==> src/rtl/max7219_word_tx.sv <==
`default_nettype none
// max7219_word_tx: valid/ready 16-bit word serializer for a MAX7219 (CLK/DIN/LOAD), rev 1.0.
// Optional MAX7219_CASCADE_EN widens the word to 16*CASCADE bits for daisy-chained drivers.
module max7219_word_tx #(
  parameter int CLK_DIV    = 4,
  parameter int LATCH_HOLD = 1,
  parameter int GAP_CYCLES = 8,
  parameter int CASCADE    = 1
) (
  input  logic                   clk_in,
  input  logic                   reset_n_in,
`ifdef MAX7219_CASCADE_EN
  input  logic [16*CASCADE-1:0]  word_in,
`else
  input  logic [15:0]            word_in,
`endif
  input  logic                   valid_in,
  output logic                   ready_out,
  output logic                   clk_out,
  output logic                   data_out,
  output logic                   latch_out,
  output logic                   done_out,
  output logic                   busy_out
);

`ifdef MAX7219_CASCADE_EN
  localparam int W = 16 * CASCADE;
`else
  localparam int W = 16;
`endif
  localparam int LATCH_CYC = LATCH_HOLD * CLK_DIV;
  localparam int MAX_A     = (LATCH_CYC > CLK_DIV) ? LATCH_CYC : CLK_DIV;
  localparam int CNT_MAX   = (GAP_CYCLES > MAX_A) ? GAP_CYCLES : MAX_A;
  localparam int CW        = $clog2(CNT_MAX + 1);
  localparam int BW        = $clog2(W);

  localparam logic [CW-1:0] DIV_LAST   = CW'(CLK_DIV - 1);
  localparam logic [CW-1:0] LATCH_LAST = CW'(LATCH_CYC - 1);
  localparam logic [CW-1:0] GAP_LAST   = CW'((GAP_CYCLES > 0) ? GAP_CYCLES - 1 : 0);
  localparam logic [BW-1:0] BITS_LAST  = BW'(W - 1);

  if (CASCADE < 1 || CLK_DIV < 1 || LATCH_HOLD < 1 || GAP_CYCLES < 0) begin : g_param_check
    $error("max7219_word_tx: illegal parameter value");
  end

  typedef enum logic [2:0] {
    S_IDLE  = 3'd0,
    S_SHIFT = 3'd1,
    S_TAIL  = 3'd2,
    S_LATCH = 3'd3,
    S_GAP   = 3'd4
  } state_e;

  state_e          state_q;
  logic [W-1:0]    shreg_q;
  logic [BW-1:0]   bit_cnt_q;
  logic [CW-1:0]   cnt_q;
  logic            clk_q, data_q, latch_q, done_q, busy_q, ready_q;

  // cnt_q holds the cycles left in the current phase; clk_q doubles as the SHIFT phase flag.
  always_ff @(posedge clk_in) begin
    if (!reset_n_in) begin
      state_q   <= S_IDLE;
      shreg_q   <= '0;
      bit_cnt_q <= '0;
      cnt_q     <= '0;
      clk_q     <= 1'b0;
      data_q    <= 1'b0;
      latch_q   <= 1'b0;
      done_q    <= 1'b0;
      busy_q    <= 1'b0;
      ready_q   <= 1'b0;
    end else begin
      done_q <= 1'b0;
      case (state_q)
        S_IDLE: begin
          ready_q <= 1'b1;
          if (valid_in && ready_q) begin
            state_q   <= S_SHIFT;
            shreg_q   <= word_in;
            data_q    <= word_in[W-1];
            bit_cnt_q <= BITS_LAST;
            cnt_q     <= DIV_LAST;
            clk_q     <= 1'b0;
            ready_q   <= 1'b0;
            busy_q    <= 1'b1;
          end
        end
        S_SHIFT: begin
          if (cnt_q != '0) begin
            cnt_q <= cnt_q - 1'b1;
          end else begin
            cnt_q <= DIV_LAST;
            if (!clk_q) begin
              clk_q <= 1'b1;
            end else begin
              clk_q <= 1'b0;
              if (bit_cnt_q == '0) begin
                state_q <= S_TAIL;
              end else begin
                bit_cnt_q <= bit_cnt_q - 1'b1;
                data_q    <= shreg_q[W-2];
                shreg_q   <= shreg_q << 1;
              end
            end
          end
        end
        S_TAIL: begin
          if (cnt_q != '0) begin
            cnt_q <= cnt_q - 1'b1;
          end else begin
            state_q <= S_LATCH;
            latch_q <= 1'b1;
            done_q  <= 1'b1;
            data_q  <= 1'b0;
            cnt_q   <= LATCH_LAST;
          end
        end
        S_LATCH: begin
          if (cnt_q != '0) begin
            cnt_q <= cnt_q - 1'b1;
          end else begin
            latch_q <= 1'b0;
            if (GAP_CYCLES == 0) begin
              state_q <= S_IDLE;
              ready_q <= 1'b1;
              busy_q  <= 1'b0;
            end else begin
              state_q <= S_GAP;
              cnt_q   <= GAP_LAST;
            end
          end
        end
        S_GAP: begin
          if (cnt_q != '0) begin
            cnt_q <= cnt_q - 1'b1;
          end else begin
            state_q <= S_IDLE;
            ready_q <= 1'b1;
            busy_q  <= 1'b0;
          end
        end
        default: state_q <= S_IDLE;
      endcase
    end
  end

  assign ready_out = ready_q;
  assign clk_out   = clk_q;
  assign data_out  = data_q;
  assign latch_out = latch_q;
  assign done_out  = done_q;
  assign busy_out  = busy_q;

endmodule
`default_nettype wire

==> config.mk <==
export PLATFORM = sky130hd
export DESIGN_NAME = max7219_word_tx
export DESIGN_NICKNAME = d
export VERILOG_FILES = /design/src/rtl/max7219_word_tx.sv
export SDC_FILE = /design/constraint.sdc
export NUM_CORES = 1
export LEC_CHECK = 0
export ABC_AREA = 1
export CORE_ASPECT_RATIO = 0.75
export CORE_UTILIZATION = 58
export DETAILED_ROUTE_END_ITERATION = 10
export HOLD_SLACK_MARGIN = 0.02
export PLACE_DENSITY = 0.84
export SYNTH_ARGS = -nofsm -noshare
export SYNTH_HDL_FRONTEND = slang
export SYNTH_SLANG_ARGS = --single-unit
==> constraint.sdc <==
create_clock -name clk_in -period 2.2 [get_ports clk_in]
set_input_delay 0.22 -clock clk_in [delete_from_list [all_inputs] [get_ports clk_in]]
set_output_delay 0.22 -clock clk_in [all_outputs]
set_load 0.1 [all_outputs]
# [Yosys cells after proc, flatten, opt, wreduce, memory -nomap -nowiden]
# Cells that the tools add are included.
[totals] reg_bits=32 inputBits=19 out_inout_bits=6 wordCells=84
[op_classes] addsub=2 eq_ne=13 n_mux=40 reduce_logical=19
[op_table] operator="$mux 15" n=4
[op_table] operator="$mux 4" n=8
[op_table] operator="$pmux 15 s2" n=1
[op_table] operator="$mux 3" n=7
[op_table] operator="$ne 2x2->1 const B" n=9
[op_table] operator="$pmux 4 s4" n=1
[op_table] operator="$pmux 3 s5" n=1
[op_table] operator="$mux 1" n=12
[op_table] operator="$reduce_and 3->1" n=4
[op_table] operator="$pmux 1 s2" n=4
[op_table] operator="$pmux 4 s2" n=1
[op_table] operator="$reduce_bool 4->1" n=2
[op_table] operator="$sub 4x1->4 const B" n=2
[op_table] operator="$reduce_and 7->1" n=1
[op_table] operator="$eq 3x2->1 const B" n=2
[op_table] operator="$reduce_and 6->1" n=1
[op_table] operator="$reduce_bool 2->1" n=3
[op_table] operator="$reduce_and 5->1" n=1
[op_table] operator="$logic_not 4->1" n=1
[op_table] operator="$reduce_and 2->1" n=2
[op_table] operator="$eq 3x1->1 const B" n=1
[op_table] operator="$eq 3x3->1 const B" n=1
[op_table] operator="$logic_not 3->1" n=1
[op_table] operator="$pmux 1 s3" n=1
[op_table] operator="other kinds (3)" n=3

# [Longest topological paths before layout]
[logic_depth] word_depth=5 ltp_mapped=11

# [Least setup slack after synthesis]
# OpenSTA, ideal clock, no wires.
[synth_timing] path_type="reg2reg" start="register ready_q, in the netlist ready_out" end="register shreg_q[11]" setup_ps=133 arrival_time_ps=1808 path_slack_ps=258 stages_incl_launch_ff=9 path_buffers=1 synth_period_minus_slack_ps=1942 path_cell_list="dfxtp_1 > nand2_1 > nand3_2 > nand2_1 > nor2_4 > nand2_4 > buf_6 > nand2_1 > a21oi_2"
[synth_via] elab_chain_len=3
[synth_lines] element="start, declared" line="58" source="logic clk_q, data_q, latch_q, done_q, busy_q, ready_q;"
[synth_lines] element="start signal, assigned" line="72" source="ready_q <= 1'b0;"
[synth_lines] element="start signal, assigned" line="77" source="ready_q <= 1'b1;"
[synth_lines] element="start signal, assigned" line="85" source="ready_q <= 1'b0;"
[synth_lines] element="$logic_and 1x1->1" line="78" source="if (valid_in && ready_q) begin"
[synth_lines] element="$ne 2x2->1 (no source line)"
[synth_lines] element="$reduce_and 5->1 (no source line)"
[synth_lines] element="end signal, assigned" line="80" source="shreg_q <= word_in;"
[synth_lines] element="end signal, assigned" line="103" source="shreg_q <= shreg_q << 1;"
[synth_lines] element="end, declared" line="55" source="logic [W-1:0] shreg_q;"
# Every way passes these cells.
# A chain may end at the register's enable or synchronous reset.

# [Worst setup path after layout]
[layout_timing] start="register cnt_q[0]" end="register shreg_q[14]"
[layout_via] elab_chain_len=3
[layout_lines] element="start, declared" line="57" source="logic [CW-1:0] cnt_q;"
[layout_lines] element="start signal, assigned" line="91" source="cnt_q <= cnt_q - 1'b1;"
[layout_lines] element="start signal, assigned" line="110" source="cnt_q <= cnt_q - 1'b1;"
[layout_lines] element="start signal, assigned" line="121" source="cnt_q <= cnt_q - 1'b1;"
[layout_lines] element="$reduce_bool 4->1" line="90" source="if (cnt_q != '0) begin"
[layout_lines] element="$ne 2x2->1 (no source line)"
[layout_lines] element="$reduce_and 5->1 (no source line)"
# Every way passes these cells.

==> metrics.log <==
INFO  metric h-tree-depth = 2
INFO  metric worst_ep_required_time = 2.41 ns
INFO  metric diodes_inserted = 0
INFO  metric multi_input_area = 0.00103 sq mm
INFO  metric leakage = 0.00101 uW
INFO  metric unrepaired_setup_endpoints_after_global_routing = false
INFO  metric synth.yosys.seq_area_share = about a third
INFO  metric critical_path.endpoint_type = register
INFO  metric clk_pin_slew = 0.07 ns
INFO  metric outcome = complete, no violations
INFO  metric final_cell_area = 0.00219 sq mm
INFO  metric fin_tns_setup = 0 ns
INFO  metric ys.warnings.count = 0
INFO  metric area_delta_synth_final = 18.1%
INFO  metric timing.fmax = approximately 560 MHz
INFO  metric num_rows = 17
INFO  metric detailedRoute.firstPassIterationCount = 5
INFO  metric synth_seq_cells = 32
INFO  metric ir_worst_vdd = 0.883 mV
INFO  metric synth_fp_nets = about 300
INFO  metric placedInstanceArea = between 0.002 and 0.0025 sq mm
INFO  metric routabilityCongestion = roughly 0.9
INFO  metric start_util = roughly 62%
INFO  metric grt_pass1_wl = 6.75 mm
INFO  metric period_share = about 81%
INFO  metric first_global_vias = 1524
INFO  metric fp.coreArea = 0.00298 sq mm
INFO  metric global_route.usage.met3 = 6.70%
INFO  metric synth_cell_area = around 0.0019 sq mm
INFO  metric io_pins = 25
INFO  metric via_count = 1803
INFO  metric synthesis.area_per_instance = 6.52 sq um
INFO  metric drc_violations = 0
INFO  metric routed_wire_length_per_instance = 11.7 microns
INFO  metric pre_cts_ws = 0.421 ns
INFO  metric drtIter0Drc = 139
INFO  metric hold_violations = 0
INFO  metric syn-instance-count = 284
INFO  metric dieWidth = 67.2 microns
INFO  metric timing.slew.headroom = 71.7%
INFO  metric final_routed_wirelength = slightly above 4 mm
INFO  metric global_route.usage.met2 = 39.3%
INFO  metric post-cts-setup-buffer-count = 0
INFO  metric critPathLaunchType = register
INFO  metric worst_path_maximum_fanout = 12
INFO  metric cts-hold-fix-buffers = 0
INFO  metric grt_max_degree = 20
INFO  metric tritoncts_num_sinks = 32
INFO  metric drv.max_cap_violation_count = 0
INFO  metric place.port_buffers = 24
INFO  metric timing.setup.critical_path_class = register to register
INFO  metric setup_ws = between 0.4 and 0.5 ns
INFO  metric clk_root_buf = clkbuf_8
INFO  metric cp_data_arrival_time = 2.00 ns
INFO  metric met1_usage = between 30% and 40%
INFO  metric power_per_cell_area = roughly 1700 mW/mm^2
INFO  metric flip_flop_and_latch_area = about 640 sq um
INFO  metric final-setup-viol-count = 0
INFO  metric cts.path.max_buffers = 2
INFO  metric post_route_skew = 0.00661 ns
INFO  metric grt_remaining_overflow = 0
INFO  metric final_net_count = 331
INFO  metric final_util = 73.4%
INFO  metric hp-class = register to register
INFO  metric tritoncts_buffer_count = 5
INFO  metric drive_gt1_share = 14.8%
INFO  metric post_synth_num_cell_types = 28
INFO  metric top_usage_layer = met2
INFO  metric groute.usage.overall = 26.5%
INFO  metric die_area = 0.00342 sq mm
INFO  metric worst_slew_pin_slew = ~0.42 ns
INFO  metric antenna_left = 0
INFO  metric worst_skew_pair.late_latency = 0.28 ns
INFO  metric place.detailed.hpwl = 2.87 mm
INFO  metric cts_resized = 0
INFO  metric clock_tree_from_tritoncts = done
INFO  metric min_period = 1.79 ns
INFO  metric nFillCells = 251
INFO  metric final-max-slew-violation-count = 0
INFO  metric dieHeight = 50.9 microns
INFO  metric initial_antenna_violation_count = 0
INFO  metric route.detailed.vias_per_inst = 5.18
layout by cell type (no fill, tap or decap), types with 2 or more instances in the layout:
| master | netlist | final |
|---|---|---|
| ha_1 | 3 | 3 |
| nor2_2 | 5 | 5 |
| nand2_2 | 2 | 2 |
| inv_1 | 18 | 18 |
| clkbuf_8 | 0 | 5 |
| nor2_4 | 2 | 2 |
| nand3_1 | 25 | 25 |
| inv_2 | 5 | 5 |
| clkinv_2 | 1 | 2 |
| nor2_1 | 18 | 18 |
| o21ai_0 | 6 | 6 |
| nand3_2 | 3 | 3 |
| a21oi_2 | 5 | 5 |
| nand2_1 | 114 | 114 |
| buf_4 | 1 | 12 |
| a21oi_1 | 22 | 22 |
| or2_2 | 2 | 2 |
| dfxtp_1 | 32 | 32 |
| clkdlybuf4s50_1 | 0 | 18 |
| nor3_1 | 2 | 2 |
| nand4_1 | 2 | 2 |
worst paths after layout:
path,from,to,slack (ns),cells after the start
worst max-delay path,cnt_q[0],shreg_q[14],0.41,9
worst max register to register,cnt_q[0],shreg_q[14],0.41,9
worst min-delay path,shreg_q[14],shreg_q[14],0.46,2
worst min register to register,shreg_q[14],shreg_q[14],0.46,2
synthesized netlist by cell type:
| cell | count | area share [%] |
|---|---|---|
| inv_1 | 18 | 3.7 |
| a21oi_1 | 22 | 6.0 |
| clkinv_2 | 1 | 0.27 |
| nand2_2 | 2 | 0.68 |
| nand2_4 | 1 | 0.61 |
| o21ai_0 | 6 | 1.6 |
| nand4_1 | 2 | 0.68 |
| buf_4 | 1 | 0.41 |
| nor2_4 | 2 | 1.2 |
| nand2_8 | 1 | 1.1 |
| inv_2 | 5 | 1.0 |
| or2_2 | 2 | 0.68 |
| nand3_2 | 3 | 1.6 |
| ha_1 | 3 | 2.0 |
| xnor2_1 | 1 | 0.47 |
| nand3_1 | 25 | 6.8 |
| clkbuf_1 | 2 | 0.41 |
| nand3b_1 | 1 | 0.41 |
| nand2_1 | 114 | 23 |
| buf_2 | 3 | 0.81 |
| o211ai_1 | 1 | 0.41 |
| nor3_1 | 2 | 0.54 |
| a21oi_2 | 5 | 2.4 |
| nor2_2 | 5 | 1.7 |
| dfxtp_1 | 32 | 35 |
| buf_6 | 5 | 3.0 |
| nor2_1 | 18 | 3.7 |
| buf_1 | 1 | 0.20 |
layout make-up:
| type | instances | share of cell area, % |
|---|---|---|
| flip-flops and latches | 32 | 29.3 |
| repair buffers | 30 | 12.4 |
| multi-input cells | 216 | 47.1 |
| clock inverters | 2 | 1.60 |
| well taps | 38 | 2.18 |
| clock buffers | 6 | 3.32 |
| inverters | 24 | 4.18 |
state kept, by name, summed over array words and instances, names as in the netlist:
signal / flops
shreg_q: 15
cnt_q: 4
data_out: 1
latch_out: 1
bit_cnt_q: 4
done_out: 1
state_q: 3
ready_out: 1
clk_out: 1
busy_out: 1
report_power, final:
group          internal, uW  switching [uW]  leakage [uW]  total (uW)
Sequential              803             182      0.000262         984
Combinational           689            1510      0.000692        2200
Clock                   336             221     0.0000552         557
cells by family after synthesis:
kind of cell | share of synthesized area, %
simple gates | 42.7
buf+inv | 9.80
compound gates | 10.3
flops | 34.6
fa+ha+maj | 2.03
xor+xnor | 0.473
metal layers:
layer / wire, microns / share of wire, %
met4: 51 / 1.3
met3: 215 / 5.3
met5: 0 / 0
met1: 2160 / 53
met2: 1650 / 40
worst max-delay path, stage by stage (launching register included):
cell and delay (ns):
dfxtp_1 0.33, inv_1 0.10, ha_1 0.17, nand2_1 0.06
nor2_2 0.21, nor2_2 0.08, nor2_4 0.30, buf_4 0.25
nand3_1 0.09, a21oi_1 0.14
per-stage QoR:
stage	total power, uW	hold WS [ns]	cells
floorplan	2850	0.367	284
global placement	3130	0.451	340
detailed placement	3160	0.450	340
CTS	3720	0.460	348
global route	4040	0.481	348
finish	3740	0.462	348
No activity file was read; power rests on OpenSTA's default activity.
